`config.mk`:
```
export PLATFORM = sky130hd
export DESIGN_NAME = hellorld_rx_flat
export DESIGN_NICKNAME = d
export VERILOG_FILES = /design/src/rtl/hellorld_rx_pkg.sv /design/src/rtl/hellorld_rx_if.sv /design/src/rtl/hellorld_rx_core.sv /design/src/rtl/hellorld_rx.sv /design/src/flat_wrapper.sv
export SDC_FILE = /design/constraint.sdc
export NUM_CORES = 1
export LEC_CHECK = 0
export ABC_AREA = 1
export BUFFER_PORTS_ARGS = -buffer_cell sky130_fd_sc_hd__buf_2
export CORE_ASPECT_RATIO = 2
export CORE_MARGIN = 4
export CORE_UTILIZATION = 50
export DETAILED_ROUTE_END_ITERATION = 6
export GPL_TIMING_DRIVEN = 0
export PLACE_DENSITY_LB_ADDON = 0.05
export REMOVE_ABC_BUFFERS = 1
export SLEW_MARGIN = 20
export SYNTH_ARGS = -nofsm -noshare
export SYNTH_HDL_FRONTEND = slang
export SYNTH_HIERARCHICAL = 1
export SYNTH_SLANG_ARGS = --single-unit
```
`constraint.sdc`:
```
create_clock -name wb_clk_i -period 2.3 [get_ports wb_clk_i]
set_clock_uncertainty 0.15 [all_clocks]
set_input_delay 0 -clock wb_clk_i [delete_from_list [all_inputs] [get_ports wb_clk_i]]
set_output_delay 0 -clock wb_clk_i [all_outputs]
set_load 0.05 [all_outputs]
```
`src/rtl/hellorld_rx_pkg.sv`:
```
// Shared definitions for the Hellorld receive chain: message table, resync character,
// receiver FSM encoding and the smallest usable baud divisor.
package hellorld_rx_pkg;

    localparam int        MSG_LEN     = 11;
    localparam int        MIN_DIV     = 3;
    localparam logic [7:0] RESYNC_CHAR = 8'h48;

    typedef enum logic [2:0] {
        ST_IDLE  = 3'd0,
        ST_START = 3'd1,
        ST_DATA  = 3'd2,
        ST_STOP  = 3'd3,
        ST_BREAK = 3'd4
    } rx_state_t;

    // "Hellorld!\r\n", indexed 0..MSG_LEN-1
    function automatic logic [7:0] msg_char(input logic [3:0] idx);
        case (idx)
            4'd0:    msg_char = 8'h48;
            4'd1:    msg_char = 8'h65;
            4'd2:    msg_char = 8'h6C;
            4'd3:    msg_char = 8'h6C;
            4'd4:    msg_char = 8'h6F;
            4'd5:    msg_char = 8'h72;
            4'd6:    msg_char = 8'h6C;
            4'd7:    msg_char = 8'h64;
            4'd8:    msg_char = 8'h21;
            4'd9:    msg_char = 8'h0D;
            4'd10:   msg_char = 8'h0A;
            default: msg_char = 8'h00;
        endcase
    endfunction

endpackage

```
`src/rtl/hellorld_rx_if.sv`:
```
// Serial line, divisor and receive/checker results of the Hellorld receiver.
interface hellorld_rx_if #(
    parameter int DIV_W = 12,
    parameter int CNT_W = 8
);
    logic             rx_in;
    logic [DIV_W-1:0] custom_settings;
    logic [7:0]       rx_data;
    logic             rx_valid;
    logic             frame_err;
    logic             rx_busy;
    logic             msg_ok;
    logic [CNT_W-1:0] msg_count;

    modport slave (
        input  rx_in, custom_settings,
        output rx_data, rx_valid, frame_err, rx_busy, msg_ok, msg_count
    );

    modport master (
        output rx_in, custom_settings,
        input  rx_data, rx_valid, frame_err, rx_busy, msg_ok, msg_count
    );
endinterface

```
`src/rtl/hellorld_rx_core.sv`:
```
// UART 8N1 receive core: input synchronizer, baud counter, FSM and shift register.
// RX_MAJORITY_EN selects a 2-of-3 vote over the last three clocks of each bit.
module hellorld_rx_core
    import hellorld_rx_pkg::*;
#(
    parameter int SYNC_STAGES = 2,
    parameter int DIV_W       = 12
) (
    input  logic             wb_clk_i,
    input  logic             rst_n,
    input  logic             rx_in,
    input  logic [DIV_W-1:0] custom_settings,
    output logic [7:0]       rx_data,
    output logic             rx_valid,
    output logic             frame_err,
    output logic             rx_busy
);

    logic [SYNC_STAGES-1:0] sync_q;
    logic                   rxs, rxs_d;
    rx_state_t              state_q, state_d;
    logic [DIV_W-1:0]       baud_q, baud_d, div_q, div_d;
    logic [2:0]             bit_idx_q, bit_idx_d;
    logic [7:0]             shift_q, shift_d, rx_data_q, rx_data_d;
    logic                   rx_valid_q, rx_valid_d, frame_err_q, frame_err_d;
    logic                   sample_bit, sample_now, fall_edge;

    assign rxs        = sync_q[SYNC_STAGES-1];
    assign fall_edge  = rxs_d & ~rxs;
    assign sample_now = (baud_q == '0);

`ifdef RX_MAJORITY_EN
    logic [1:0] vote_q;

    assign sample_bit = (vote_q[1] & vote_q[0]) | (vote_q[1] & rxs) | (vote_q[0] & rxs);

    // Line is known low at the start edge, so a short START count votes against a stale 0
    always_ff @(posedge wb_clk_i or negedge rst_n) begin
        if (!rst_n) begin
            vote_q <= 2'b00;
        end else if (state_q == ST_IDLE) begin
            vote_q <= 2'b00;
        end else if (baud_q == DIV_W'(2) || baud_q == DIV_W'(1)) begin
            vote_q <= {vote_q[0], rxs};
        end
    end
`else
    assign sample_bit = rxs;
`endif

    always_ff @(posedge wb_clk_i or negedge rst_n) begin
        if (!rst_n) begin
            sync_q      <= '1;
            rxs_d       <= 1'b1;
            state_q     <= ST_IDLE;
            baud_q      <= '0;
            bit_idx_q   <= '0;
            rx_data_q   <= '0;
            rx_valid_q  <= 1'b0;
            frame_err_q <= 1'b0;
        end else begin
            sync_q      <= {sync_q[SYNC_STAGES-2:0], rx_in};
            rxs_d       <= rxs;
            state_q     <= state_d;
            baud_q      <= baud_d;
            bit_idx_q   <= bit_idx_d;
            rx_data_q   <= rx_data_d;
            rx_valid_q  <= rx_valid_d;
            frame_err_q <= frame_err_d;
        end
    end

    always_ff @(posedge wb_clk_i) begin
        div_q   <= div_d;
        shift_q <= shift_d;
    end

    always_comb begin
        state_d     = state_q;
        baud_d      = baud_q;
        div_d       = div_q;
        bit_idx_d   = bit_idx_q;
        shift_d     = shift_q;
        rx_data_d   = rx_data_q;
        rx_valid_d  = 1'b0;
        frame_err_d = 1'b0;
        unique case (state_q)
            ST_IDLE: begin
                if (fall_edge && custom_settings >= DIV_W'(MIN_DIV)) begin
                    div_d   = custom_settings;
                    baud_d  = custom_settings >> 1;
                    state_d = ST_START;
                end
            end
            ST_START: begin
                if (!sample_now) begin
                    baud_d = baud_q - DIV_W'(1);
                end else if (!sample_bit) begin
                    baud_d    = div_q;
                    bit_idx_d = '0;
                    state_d   = ST_DATA;
                end else begin
                    state_d = ST_IDLE;
                end
            end
            ST_DATA: begin
                if (!sample_now) begin
                    baud_d = baud_q - DIV_W'(1);
                end else begin
                    shift_d   = {sample_bit, shift_q[7:1]};
                    baud_d    = div_q;
                    bit_idx_d = bit_idx_q + 3'd1;
                    if (bit_idx_q == 3'd7) state_d = ST_STOP;
                end
            end
            ST_STOP: begin
                if (!sample_now) begin
                    baud_d = baud_q - DIV_W'(1);
                end else if (sample_bit) begin
                    rx_data_d  = shift_q;
                    rx_valid_d = 1'b1;
                    state_d    = ST_IDLE;
                end else begin
                    frame_err_d = 1'b1;
                    state_d     = ST_BREAK;
                end
            end
            ST_BREAK: begin
                if (rxs) state_d = ST_IDLE;
            end
            default: state_d = ST_IDLE;
        endcase
    end

    assign rx_data   = rx_data_q;
    assign rx_valid  = rx_valid_q;
    assign frame_err = frame_err_q;
    assign rx_busy   = (state_q != ST_IDLE);

endmodule

```
`src/rtl/hellorld_rx.sv`:
```
// Hellorld receiver top: UART core plus "Hellorld!\r\n" message checker and match counter.
// Build option RX_MAJORITY_EN (in the core) enables majority-vote bit sampling.
module hellorld_rx
    import hellorld_rx_pkg::*;
#(
    parameter int SYNC_STAGES = 2,
    parameter int DIV_W       = 12,
    parameter int CNT_W       = 8
) (
    input  logic          wb_clk_i,
    input  logic          rst_n,
    hellorld_rx_if.slave  bus
);

    logic [7:0]       rx_data;
    logic             rx_valid, frame_err, rx_busy;
    logic [3:0]       idx_q;
    logic             msg_ok_q;
    logic [CNT_W-1:0] msg_count_q;

    hellorld_rx_core #(
        .SYNC_STAGES (SYNC_STAGES),
        .DIV_W       (DIV_W)
    ) u_core (
        .wb_clk_i        (wb_clk_i),
        .rst_n           (rst_n),
        .rx_in           (bus.rx_in),
        .custom_settings (bus.custom_settings),
        .rx_data         (rx_data),
        .rx_valid        (rx_valid),
        .frame_err       (frame_err),
        .rx_busy         (rx_busy)
    );

    // A mismatching 'H' may itself begin a new message, so it resyncs to index 1
    always_ff @(posedge wb_clk_i or negedge rst_n) begin
        if (!rst_n) begin
            idx_q       <= '0;
            msg_ok_q    <= 1'b0;
            msg_count_q <= '0;
        end else begin
            msg_ok_q <= 1'b0;
            if (frame_err) begin
                idx_q <= '0;
            end else if (rx_valid) begin
                if (rx_data == msg_char(idx_q)) begin
                    if (idx_q == 4'(MSG_LEN - 1)) begin
                        idx_q    <= '0;
                        msg_ok_q <= 1'b1;
                        if (msg_count_q != '1) msg_count_q <= msg_count_q + CNT_W'(1);
                    end else begin
                        idx_q <= idx_q + 4'd1;
                    end
                end else begin
                    idx_q <= (rx_data == RESYNC_CHAR) ? 4'd1 : 4'd0;
                end
            end
        end
    end

    assign bus.rx_data   = rx_data;
    assign bus.rx_valid  = rx_valid;
    assign bus.frame_err = frame_err;
    assign bus.rx_busy   = rx_busy;
    assign bus.msg_ok    = msg_ok_q;
    assign bus.msg_count = msg_count_q;

endmodule

```
`src/flat_wrapper.sv`:
```
// flat-port wrapper written by rule: the top's interface ports become plain ports
module hellorld_rx_flat import hellorld_rx_pkg::*;
#(
    parameter int SYNC_STAGES = 2,
    parameter int DIV_W       = 12,
    parameter int CNT_W       = 8
)
  (wb_clk_i, rst_n, bus_rx_in, bus_custom_settings, bus_rx_data, bus_rx_valid, bus_frame_err, bus_rx_busy, bus_msg_ok, bus_msg_count);
  hellorld_rx_if #(.DIV_W(DIV_W), .CNT_W(CNT_W)) bus_i ();
  input  logic wb_clk_i;
  input  logic rst_n;
  input wire logic [$bits(bus_i.rx_in)-1:0] bus_rx_in;
  input wire logic [$bits(bus_i.custom_settings)-1:0] bus_custom_settings;
  output wire logic [$bits(bus_i.rx_data)-1:0] bus_rx_data;
  output wire logic [$bits(bus_i.rx_valid)-1:0] bus_rx_valid;
  output wire logic [$bits(bus_i.frame_err)-1:0] bus_frame_err;
  output wire logic [$bits(bus_i.rx_busy)-1:0] bus_rx_busy;
  output wire logic [$bits(bus_i.msg_ok)-1:0] bus_msg_ok;
  output wire logic [$bits(bus_i.msg_count)-1:0] bus_msg_count;
  assign bus_i.rx_in = bus_rx_in;
  assign bus_i.custom_settings = bus_custom_settings;
  assign bus_rx_data = bus_i.rx_data;
  assign bus_rx_valid = bus_i.rx_valid;
  assign bus_frame_err = bus_i.frame_err;
  assign bus_rx_busy = bus_i.rx_busy;
  assign bus_msg_ok = bus_i.msg_ok;
  assign bus_msg_count = bus_i.msg_count;
  hellorld_rx #(.SYNC_STAGES(SYNC_STAGES), .DIV_W(DIV_W), .CNT_W(CNT_W)) u_core (.wb_clk_i(wb_clk_i), .rst_n(rst_n), .bus(bus_i));
endmodule
```
After elaboration in Yosys (flattened, before gate mapping)
Memories as Yosys holds them, arrays and structs flattened.
Index checks and enable logic that the tools add are counted.
Widths: inputs -> output; s select.

cells by class
  add/sub/neg operators = 4
  $lt $le $gt $ge = 1
  equal/unequal tests = 18
  multiplexer cells = 36
  bitwise operators = 3
  reductions and logical operators = 14

operators by type and width
  operator               number
  $mux 12                5
  $pmux 12 s4            1
  $mux 3                 10
  $mux 4                 4
  $mux 8                 2
  $ne 2x2->1 const B     8
  $pmux 3 s5             1
  $ge 12x2->1 const B    1
  $logic_not 12->1       1
  $sub 12x1->12 const B  1
  $mux 1                 11
  $add 8x1->8 const B    1
  $eq 8x7->1 const B     1
  $eq 8x8->1             1
  $ne 8x8->1 const B     1
  $reduce_and 4->1       2
  $eq 3x2->1 const B     2
  $eq 3x3->1 const B     2
  $pmux 3 s2             1
  $reduce_and 6->1       1
  $reduce_and 5->1       1
  $add 4x1->4 const B    1
  $eq 4x4->1 const B     1
  $reduce_and 2->1       2
  other kinds (12)       14

word-level totals
  register bits = 64
  memory bits (read-only) = 112
  input port bits = 15
  output and inout bits = 20
  logic and storage cells = 90
  memories kept = 1

memory list
  name             depth  bits a word  rd ports  clocked after Yosys merged registers in  write ports  line                   source
  (no name shown)  16     7            1         0                                        0            hellorld_rx_pkg.sv:19  case (idx)

Depth between registers and ports, before layout
An unclocked memory read counts as a cell.

  depth in word-level cells = 7
  gate-level depth with buffers = 14
  gate-level depth less buffers = 14

Modules after synthesis
Netlist, hierarchy kept.

modules (own cells, without submodules)
  module            instances  cells an instance  area an instance (µm²)
  hellorld_rx_core  1          303                2650.0
  hellorld_rx       1          193                1236.2

Worst setup path after synthesis
Ideal clock, no wire load.

  path kind = reg-to-reg
  start = register u_core.u_core.state_q[0]
  end = register u_core.u_core.div_q[0] (enable)
  setup time = 0.380 ns
  arrival = 1.572 ns
  data required time = 1.770 ns
  setup slack = 0.197 ns
  stages on the path, launching flop included = 4
  cell sequence = dfrtp_1 > nor2_1 > nand2_1 > nor2_1

on the way
  cells in the longest elaborated chain, start to end = 2

ends and longest elaborated chain
  item                        line                    source
  from (decl)                 hellorld_rx_core.sv:21  rx_state_t state_q, state_d;
  from (signal assigned)      hellorld_rx_core.sv:64  state_q <= state_d;
  $logic_not 3->1             hellorld_rx_core.sv:87  unique case (state_q)
  $reduce_and 2->1 (no line)  n/a
  to (signal assigned)        hellorld_rx_core.sv:74  div_q <= div_d;
  to (decl)                   hellorld_rx_core.sv:22  logic [DIV_W-1:0] baud_q, baud_d, div_q, div_d;

No other way between the ends.
A chain may end at the register's enable or synchronous reset.

Final worst setup path
  start = register u_core.idx_q[1]
  end = register u_core.msg_count_q[0], in the netlist u_core/bus.msg_count[0]

on the way
  cells in the longest elaborated chain, start to end = 5
  elaborated cells between the ends (all ways) = 6
  classes of those cells = eq/ne (2); mux (2); reduce/logical (1); memory (1)

ends and longest elaborated chain
  item                            line               source
  from (decl)                     hellorld_rx.sv:17  logic [3:0] idx_q;
  from (signal assigned)          hellorld_rx.sv:52  idx_q <= idx_q + 4'd1;
  from (signal assigned)          hellorld_rx.sv:55  idx_q <= (rx_data == RESYNC_CHAR) ? 4'd1 : 4'd0;
  $mem_v2 16x7                    n/a
  $mux 8                          hellorld_rx.sv:45  end else if (rx_valid) begin
  $mux 8                          hellorld_rx.sv:43  if (frame_err) begin
  $eq 8x8->1                      hellorld_rx.sv:46  if (rx_data == msg_char(idx_q)) begin
  $reduce_and 5->1 (no line) (*)  n/a
  to (signal assigned)            hellorld_rx.sv:50  if (msg_count_q != '1) msg_count_q <= msg_count_q + CNT_W'(1);
  to (decl)                       hellorld_rx.sv:19  logic [CNT_W-1:0] msg_count_q;

Every way passes the cells marked *; elsewhere a longest branch is shown, timed or not. The select of a mux whose other input is x is not followed.

==> summary.txt <==
outcome: finished clean
port bufs: 34
DR WL/cell: 14.01 um
initial drt markers: 123
die area: 9333 um2
post-route ant nets: 0
Sequential cell area: 1709 um2
Post-Route WL: 9.066 mm
Critical Path AT: 2.20 ns
vias in the first global route: 3321
post-synthesis cell type count: 39
site row count: 45
Post-Syn Instances: 496
Hold/Removal Path Class: in -> async
DIE WIDTH: 70.34 um
highest clock rate: 0.4678 GHz
Root Driver: clkbuf_16
Seq/Total Area, Yosys: 43.88%
max_cap viols: 0
htree depth: 3
Tmin final: 2.138 ns
critical path startpoint category: register
Clock transition at path regs: 0.05 ns
clk_lat worst skew: 0.33 ns
CP Class: reg -> reg
Worst Setup SP: u_core/idx_q[1]
#FFs+latches synth: 64
relative slew slack: 34.51%
Worst path max stage delay: 0.47 ns
area of the multi-input gates: 1911 um2
Die Height: 132.7 um
Pwr Density: 974.2 nW/um2
Worst EP required: 2.36 ns
RR Startpoint: u_core/idx_q[1]
largest net degree at the start of global routing: 45
Remaining Overflow, GRT: 0
vias: 3327
core area: 7601 um2
RSZ-0062 raised after global routing: no
CP dominant cell by count: nand2_1
Filler cells: 713
number of buffers created by CTS: 9
Netlist Area Pre-Place: 3886 um2
Sw Share: 37.77%
Clock power frac: 32.1%
Pre-Repair DR Iteration Count: 6
initial antenna violation count: 0
Ys Warns: 6
NumNets Final: 574
Max Root-Sink Buffers: 2
Final Hold Violating Endpoints: 0
design area: 4618 um2
WP buf/inv: 1
final number of max-transition violations: 0
Leakage Power: 2.311 nW
synth top area cells: dfrtp_1 (26%), nand2_1 (18%), edfxtp_1 (15%)
Area Growth Syn to Fin: 18.83%
Max FO, Critical Path: 6
Setup-failing EPs final: 0
area share of the largest cell type after synthesis: 26.40%
most frequent cells in the layout: nand2_1 (185), nand3_1 (50), inv_1 (44)
cell taking the most area after synthesis: dfrtp_1
NetSw: 1.699 mW
clk sinks: 64
share of layout cells above drive strength 1: 19.53%
Ant. Diodes: 0
Post-DP HPWL: 6.717 mm
DR DRC count: 0
Routability Congestion: 0.8515
Flop pwr share: 33.3%
drt via density: 5.142
I/O Pins: 35
first-pass GRT wire length: 15.30 mm
PnR Total Power: 4.499 mW
commonest non-fill, non-tap cell in the layout: nand2_1
Post-Syn Area per Cell: 7.835 um2
maximum vdd drop: 0.9511 mV
logic gate share of total power: 34.6%
Crit. End Element: register
Post-DP Area: 4116 um2
slowest CP cell: dfrtp_2
CTS tree: built
All-Layer GR Usage: 20.69%
Internal: 2.800 mW
initial core utilization: 51.13%
actual slew at the worst max-slew pin: 0.9787 ns
crit-path leading delay family: simple AND/OR/NAND/NOR gates
CP Cell Sequence: inv_4 -> ha_2 -> nand2_1 -> nand2_1 -> nand2_1 -> nand2_1 -> nand2_1 -> nor2_4 -> nand2_1 -> nor2_4 -> nand4_4 -> nand2_1 -> nand2_1
Tcrit/Tclk final: 92.94%
## per-stage QoR
stage	hold WS [ns]	setup slack [ns]	std cells	TNS [ns]	utilization, %
after detailed placement	-0.04151	-0.04510	617	-0.1562	54.16
after CTS	0.1527	0.02150	647	0	60.43
after global placement	-0.04566	0.005326	617	0	54.16
after floorplan	-0.4456	0.1972	489	0	-
final	0.06891	0.1623	647	0	60.76
after global routing	0.1275	0.002255	647	0	60.76
## path summary, 6_finish.rpt
| kind | cells past startpoint | endpoint | slack, ns |
|---|---|---|---|
| hold reg to reg | 0 | u_core/u_core/sync_q[1] | 0.20 |
| hold / removal | 2 | u_core/u_core/rx_data[7] | 0.07 |
| setup reg to reg | 13 | u_core/bus.msg_count[0] | 0.16 |
| min in group wb_clk_i | 2 | u_core/u_core/sync_q[0] | 0.17 |
| max in group asynchronous | 2 | u_core/idx_q[2] | 1.50 |
| setup / recovery | 13 | u_core/bus.msg_count[0] | 0.16 |
## registers in the layout, summed over array words and instances (netlist names)
name and flops:
u_core/u_core/baud_q 12, u_core/u_core/div_q 12, u_core/bus.msg_count 8, u_core/u_core/rx_data 8, u_core/u_core/shift_q 8, u_core/idx_q 4, u_core/u_core/bit_idx_q 3, u_core/u_core/state_q 3
u_core/u_core/sync_q 2, u_core/bus.msg_ok 1, u_core/u_core/frame_err 1, u_core/u_core/rx_valid 1, u_core/u_core/rxs_d 1
## synth_stat cells
cell	instances
a21oi_1	4
a21oi_2	2
a22o_1	2
and2_0	1
and2_1	1
buf_2	1
buf_4	2
buf_6	3
clkbuf_1	1
clkinv_4	1
dfrtp_1	41
dfstp_2	3
edfxtp_1	20
ha_1	11
inv_1	46
inv_2	10
inv_4	2
nand2_1	185
nand2_2	7
nand2_4	4
nand3_1	50
nand3_2	4
nand3_4	2
nand3b_1	3
nand4_1	19
nand4_2	1
nor2_1	31
nor2_2	5
nor2_4	6
nor2_8	2
nor3_1	5
o21ai_0	5
o21ai_1	4
o21ai_2	2
o31ai_1	1
or2_0	1
or2_2	1
xnor2_1	3
xor2_1	4
## cell families (layout without fill, tap and decap cells)
logic type                 after synthesis  count (layout)  synth area share (%)
and+or+nand+nor                        328             328                 40.34
buffers and inverters                   66             123                 7.437
adders and majority gates               11              11                 3.541
DFF                                     64              64                 43.88
xor gates and xnor gates                 7               7                 1.578
AOI/OAI and AO/OA                       20              20                 3.220
## final cells by class
class / count / area share, %
inverters: 59 / 5.066
clock buffers: 16 / 7.234
flip-flops and latches: 64 / 37.01
well taps: 94 / 2.547
repair buffers: 48 / 6.773
multi-input cells: 366 / 41.37
## per-layer routing
metal  share of wire [%]  vias to the layer above  GRT usage, %  wire length [um]
li1                    -                     1702             -                 -
met1                  37                     1543         20.78              3396
met2                  57                       66         39.51              5140
met3                 3.1                       16         4.335               282
met4                 2.7                        0         8.955               246
met5                   0                        -             0                 0
## power groups by stage
| stage | combinational [mW] | clock, mW | sequential [mW] |
|---|---|---|---|
| 2_1_floorplan | 1.18 | 0 | 1.50 |
| 3_3_place_gp | 1.51 | 0 | 1.51 |
| 3_5_place_dp | 1.53 | 0 | 1.51 |
| 4_1_cts | 1.56 | 1.48 | 1.50 |
| 5_1_grt | 1.76 | 1.53 | 1.52 |
| 6_report | 1.56 | 1.44 | 1.50 |
## timing repair
action	CTS	global route
endpoints found under the hold margin	65	0
setup endpoints to repair	4	12
resized for setup	2	8
pin swaps	0	1
cloned	0	0
hold buffers	14	0
setup buffers	0	0
(Power assumes the default switching activity.)
